<file path="src/rtl/usr_serial_rx.sv">
// usr_serial_rx: serial-to-parallel receiver for the universal shift register.
// Strobed bits (s_valid) are collected into WIDTH-bit words in either LSB-first
// or MSB-first order. A finished word moves into a separate output holding
// register with a valid/ready handshake, so the next word can be collected
// while the consumer still holds off the previous one.
module usr_serial_rx #(
  parameter  int WIDTH = 4,
  localparam int CNT_W = $clog2(WIDTH) + 1
) (
  input  logic             clk,
  input  logic             rst,
  input  logic             s_din,
  input  logic             s_valid,
  input  logic             s_sof,
  input  logic             dir,
  input  logic             p_ready,
  input  logic             clr_ovr,
  output logic [WIDTH-1:0] p_dout,
  output logic             p_valid,
  output logic             busy,
  output logic [CNT_W-1:0] bit_cnt,
  output logic             overrun
);

  typedef enum logic {
    ST_IDLE  = 1'b0,
    ST_SHIFT = 1'b1
  } state_t;

  localparam logic [CNT_W-1:0] LAST_IDX = CNT_W'(WIDTH - 1);

  // Collection stage
  state_t             r_state;
  state_t             w_state_nxt;
  logic [WIDTH-1:0]   r_shift;
  logic [WIDTH-1:0]   w_shift_nxt;
  logic [CNT_W-1:0]   r_cnt;
  logic [CNT_W-1:0]   w_cnt_nxt;
  logic               r_dir;
  logic               w_dir_nxt;
  logic               w_done;

  // Output holding stage
  logic [WIDTH-1:0]   r_dout;
  logic               r_pvalid;
  logic               r_ovr;

  // Bit placement helpers
  logic               w_start;   // this bit opens a new word
  logic               w_ldir;    // order that applies to this bit
  logic [CNT_W-1:0]   w_k;       // index of this bit within its word
  logic [CNT_W-1:0]   w_pos;     // destination bit position
  logic [WIDTH-1:0]   w_base;    // word before this bit is placed
  logic [WIDTH-1:0]   w_word;    // word after this bit is placed
  logic               w_blocked; // word finishes while output is still held

  // Where does the incoming bit go? A start (from IDLE or an s_sof restart)
  // begins from an empty word with freshly sampled dir; an append uses the
  // latched order so dir changes mid-word are ignored.
  always_comb begin
    w_start = s_valid && ((r_state == ST_IDLE) || s_sof);
    w_ldir  = w_start ? dir : r_dir;
    w_k     = w_start ? '0 : r_cnt;
    w_base  = w_start ? '0 : r_shift;
    w_pos   = w_ldir ? (LAST_IDX - w_k) : w_k;
    w_word  = w_base;
    for (int k = 0; k < WIDTH; k++) begin
      if (w_pos == CNT_W'(k)) w_word[k] = s_din;
    end
  end

  // Next-state logic for the collection FSM.
  always_comb begin
    w_state_nxt = r_state;
    w_shift_nxt = r_shift;
    w_cnt_nxt   = r_cnt;
    w_dir_nxt   = r_dir;
    w_done      = 1'b0;
    case (r_state)
      ST_IDLE: begin
        // Any strobed bit opens a word, s_sof or not.
        if (s_valid) begin
          w_dir_nxt   = dir;
          w_shift_nxt = w_word;
          w_cnt_nxt   = CNT_W'(1);
          w_state_nxt = ST_SHIFT;
        end
      end
      ST_SHIFT: begin
        if (s_valid && s_sof) begin
          // Resync: drop the partial word and restart at bit 0.
          w_dir_nxt   = dir;
          w_shift_nxt = w_word;
          w_cnt_nxt   = CNT_W'(1);
        end else if (s_valid) begin
          w_shift_nxt = w_word;
          if (r_cnt == LAST_IDX) begin
            w_done      = 1'b1;
            w_cnt_nxt   = '0;
            w_state_nxt = ST_IDLE;
          end else begin
            w_cnt_nxt   = r_cnt + CNT_W'(1);
          end
        end
      end
      default: begin
        w_state_nxt = ST_IDLE;
        w_cnt_nxt   = '0;
      end
    endcase
  end

  // Collection FSM state and partial-word registers.
  always_ff @(posedge clk) begin
    if (rst) begin
      r_state <= ST_IDLE;
      r_shift <= '0;
      r_cnt   <= '0;
      r_dir   <= 1'b0;
    end else begin
      r_state <= w_state_nxt;
      r_shift <= w_shift_nxt;
      r_cnt   <= w_cnt_nxt;
      r_dir   <= w_dir_nxt;
    end
  end

  assign w_blocked = w_done && r_pvalid && !p_ready;

  // Output holding register: load on completion if the slot is free (or
  // being drained this cycle), otherwise drop the word and flag overrun.
  always_ff @(posedge clk) begin
    if (rst) begin
      r_dout   <= '0;
      r_pvalid <= 1'b0;
    end else if (w_done && (!r_pvalid || p_ready)) begin
      r_dout   <= w_word;
      r_pvalid <= 1'b1;
    end else if (r_pvalid && p_ready) begin
      r_pvalid <= 1'b0;
    end
  end

  // Sticky overrun; a set in the same cycle as clr_ovr wins.
  always_ff @(posedge clk) begin
    if (rst) begin
      r_ovr <= 1'b0;
    end else if (w_blocked) begin
      r_ovr <= 1'b1;
    end else if (clr_ovr) begin
      r_ovr <= 1'b0;
    end
  end

  assign p_dout  = r_dout;
  assign p_valid = r_pvalid;
  assign busy    = (r_state == ST_SHIFT);
  assign bit_cnt = r_cnt;
  assign overrun = r_ovr;

endmodule

</file>
<file path="config.mk">
export PLATFORM = sky130hd
export DESIGN_NAME = usr_serial_rx
export DESIGN_NICKNAME = d
export VERILOG_FILES = /design/src/rtl/usr_serial_rx.sv
export SDC_FILE = /design/constraint.sdc
export NUM_CORES = 1
export LEC_CHECK = 0
export ABC_AREA = 0
export BUFFER_PORTS_ARGS = -buffer_cell sky130_fd_sc_hd__buf_2
export CAP_MARGIN = 20
export CORE_ASPECT_RATIO = 0.75
export CORE_MARGIN = 4
export CORE_UTILIZATION = 35
export CTS_BUF_LIST = sky130_fd_sc_hd__clkbuf_4
export CTS_CLUSTER_DIAMETER = 40
export DETAILED_ROUTE_END_ITERATION = 8
export GPL_TIMING_DRIVEN = 0
export PLACE_DENSITY_LB_ADDON = 0.15
export SYNTH_ARGS = -nofsm -noshare
export SYNTH_HDL_FRONTEND = slang
export SYNTH_SLANG_ARGS = --single-unit
</file>
<file path="constraint.sdc">
create_clock -name clk -period 2.61 [get_ports clk]
set_input_delay 0.522 -clock clk [delete_from_list [all_inputs] [get_ports clk]]
set_output_delay 0.522 -clock clk [all_outputs]
set_load 0.05 [all_outputs]
</file>
==> results.md <==
- Status: finished, final reports clean
- Worst slew pin tran: about 0.55 ns
- Critical path buffer and inverter count: 1
- Critical Path Source: bit_cnt[1]
- Overall routing resource usage: about 14%
- RSZ-0062 raised after global routing: false
- HPWL after DPL: 1550 um
- Fin. Hold Viols: 0
- CP max-delay cell: dfxtp_1
- Number of fill cells: 234
- Initial Utilization: between 30% and 40%
- FMAX: 0.592 GHz
- Total die area: approximately 3300 um2
- WL per Instance: about 14 um
- Crit path max fanout: 10
- Core Area: 2310 um2
- Cell variety after synth: 41
- Vias: 851
- Mapped Cells: 98
- Post-cts resize count: 0
- Req. time, crit path: between 2 and 3 ns
- Die width: 65.1 um
- H-tree depth: 1
- Cells along the critical path: buf_2, nor4bb_1, nor2_1, a311oi_1, a211oi_1
- Worst setup EP type: flip-flop
- Setup crit end: p_dout[3]
- Ratio of cells with drive above 1 in the final layout: 25.4%
- GR Layer Usage met2: 21.9%
- Sw Pwr: 130 uW
- Post-CTS setup buffers: 0
- Clock Power Share: about a third
- Worst path max stage delay: 0.40 ns
- Total gr overflow: 0
- Startpoint Class: flip-flop
- Final worst-path cycle share: 64.8%
- Clock sink count: 15
- Diodes inserted: 0
- Max_cap viols: 0
- Reg2reg end: p_dout[3]
- Worst clock skew: approximately 0.0052 ns
- Clock buffer count from CTS: 3
- Port Buffer Count: 16
- Worst slack, placed: around 0.8 ns
- Internal Power: 331 uW
- Combinational Power Share: 15.8%
- Post-route cell area: 1010 um2
- Busiest grt layer: met2
- First-pass GRT wire length: 3610 um
- Placement Cell Area: 977 um2
- LEAKAGE: a little under 0.0004 uW
- Antenna viol nets, final: 0
- Post-synthesis sequential area ratio: 35.1%
- Sequential Power Share: 52.2%
- CTS clk-pin slew, worst paths: 0.09 ns
- Pre-antenna DRT Iters: 4
- Switching power share of the total: 28.2%
- Maximum VDD drop: ~0.00024 V
- Final Core Density: 43.6%
- Synth warn: 0
- Endpoints failing setup: 0
- Slack of the worst reg-to-reg path: just over 0.9 ns
- CTS Root Cell: clkbuf_4
- WS Path Type: reg -> reg
- CTS Hold Buffers Added: 0
- I/O pin total: 18
- Avg Cell Area, Syn: 8.72 um2
- Synth Net Count: 107
- Largest net degree at the start of global routing: 11
- Final RePlAce weighted congestion: just over 0.8
- Row count: 15
- PwrDens: approximately 460 nW/um2
- DRT Wirelength: 2140 um
- Fin crit period: 1.69 ns
- Worst hold path type: reg -> reg
- Reg2Reg Depth: 5
- Mapped Area: 855 um2
- Setup ws final: approximately 0.92 ns
- Synth Flop Type: dfxtp_1
- Relative slew slack: 63.0%
- Worst Path Arrival: around 1.8 ns
- Area Growth Syn to Fin: 17.9%
- M1 GR Usage: between 10% and 20%
- Antenna violations before repair: 0
- Worst-case clock buffer depth: 2
- Number of global-route vias before repair: 771
- CTS tree: done
- Fin. max-slew vios: 0
- Post-synth EDFFs: 0
- Worst skew pair latency: 0.29 ns
- Critical path's top delay family: compound AO/OA/AOI/OAI gates
- Ys async rst share: 0%
- DRC Markers: 0
- Initial DRC count: 31
- Number of stages on the worst setup path: 5
- Reg2Reg Launch Point: bit_cnt[1]
- Met3 Use GR: 4.25%
- Nets: 128
- Total negative slack: 0 ns
- Routed vias/inst: 5.60
- Die height: around 51 um
- Flops & latches, synth: 15
placed cells by master (no fill, tap or decap), types with 3 or more instances in the layout:
cell,Yosys,layout
nor3_1,3,3
buf_2,4,20
clkbuf_4,0,4
dfxtp_1,15,15
nor2_1,14,14
a21boi_1,3,3
nor2b_1,4,4
inv_1,3,3
nand2_1,6,6
a211oi_1,4,4
clkbuf_1,3,3
a21oi_1,4,4
sequential cells by signal, summed over array words and instances, names as in the netlist:
register,flops
p_valid,1
overrun,1
r_dir,1
busy,1
bit_cnt,3
p_dout,4
r_shift,4
how the worst min path moves through the flow:
stage,cells after the start,from,slack (ns),endpoint
CTS,2,r_shift[3],0.49,r_shift[3]
floorplan,2,r_shift[3],0.46,r_shift[3]
global placement,2,r_shift[3],0.48,r_shift[3]
detailed placement,2,r_shift[3],0.48,r_shift[3]
global route,4,clr_ovr,0.51,overrun
finish,2,r_shift[3],0.49,r_shift[3]
synth_stat cells, types with 2 or more instances:
cell type,count,area [um2]
nor2b_1,4,25.0
nand2_1,6,22.5
a211oi_2,2,25.0
a211oi_1,4,30.0
a22oi_1,2,15.0
nand3b_1,2,15.0
inv_1,3,11.3
nor2_1,14,52.6
buf_2,4,20.0
clkbuf_1,3,11.3
o41ai_1,2,17.5
nor3b_1,2,15.0
nor3_1,3,15.0
a21oi_1,4,20.0
a21boi_1,3,22.5
dfxtp_1,15,300
final cells by class:
type / count / area, um2 / area share (%)
Multi-Input combinational cell: 72 / 508 / 50.4
Sequential cell: 15 / 300 / 29.8
Timing Repair Buffer: 16 / 80.1 / 7.95
Tap cell: 34 / 42.5 / 4.22
Buffer: 8 / 35.0 / 3.48
Clock buffer: 4 / 30.0 / 2.98
Inverter: 3 / 11.3 / 1.12
per-layer routing:
metal | up-vias | routed length, um
met5 | - | 0
met4 | 0 | 10
met3 | 2 | 129
met2 | 27 | 922
met1 | 412 | 1080
li1 | 410 | -
worst register-to-register path, cell delays in order, from the launching register on:
cell,delay [ns]
dfxtp_1,0.40
buf_2,0.24
nor4bb_1,0.34
nor2_1,0.08
a311oi_1,0.38
a211oi_1,0.12
metrics by stage:
stage	hold WS [ns]	total power (uW)	instances
CTS	0.493	465	152
detailed placement	0.482	318	148
finish	0.492	461	152
floorplan	0.464	297	98
global route	0.514	484	152
global placement	0.477	318	148
power by group through the flow:
stage	sequential [uW]	clock [uW]	combinational, uW
6_report	241	147	72.7
5_1_grt	242	163	80.1
4_1_cts	240	152	72.3
3_5_place_dp	246	0	72.1
3_3_place_gp	246	0	72.0
2_1_floorplan	254	0	43.3
kinds of logic (layout without fill, tap and decap cells):
| logic type | count (synthesis) | count (layout) | share of synthesized area (%) |
|---|---|---|---|
| buffers and inverters | 11 | 31 | 5.42 |
| AND/OR/NAND/NOR | 42 | 42 | 30.9 |
| flip-flops | 15 | 15 | 35.1 |
| adder cells (fa/ha/maj) | 1 | 1 | 1.46 |
| AO/OA/AOI/OAI | 29 | 29 | 27.1 |
Note: power is estimated with default switching activity, not from simulation.
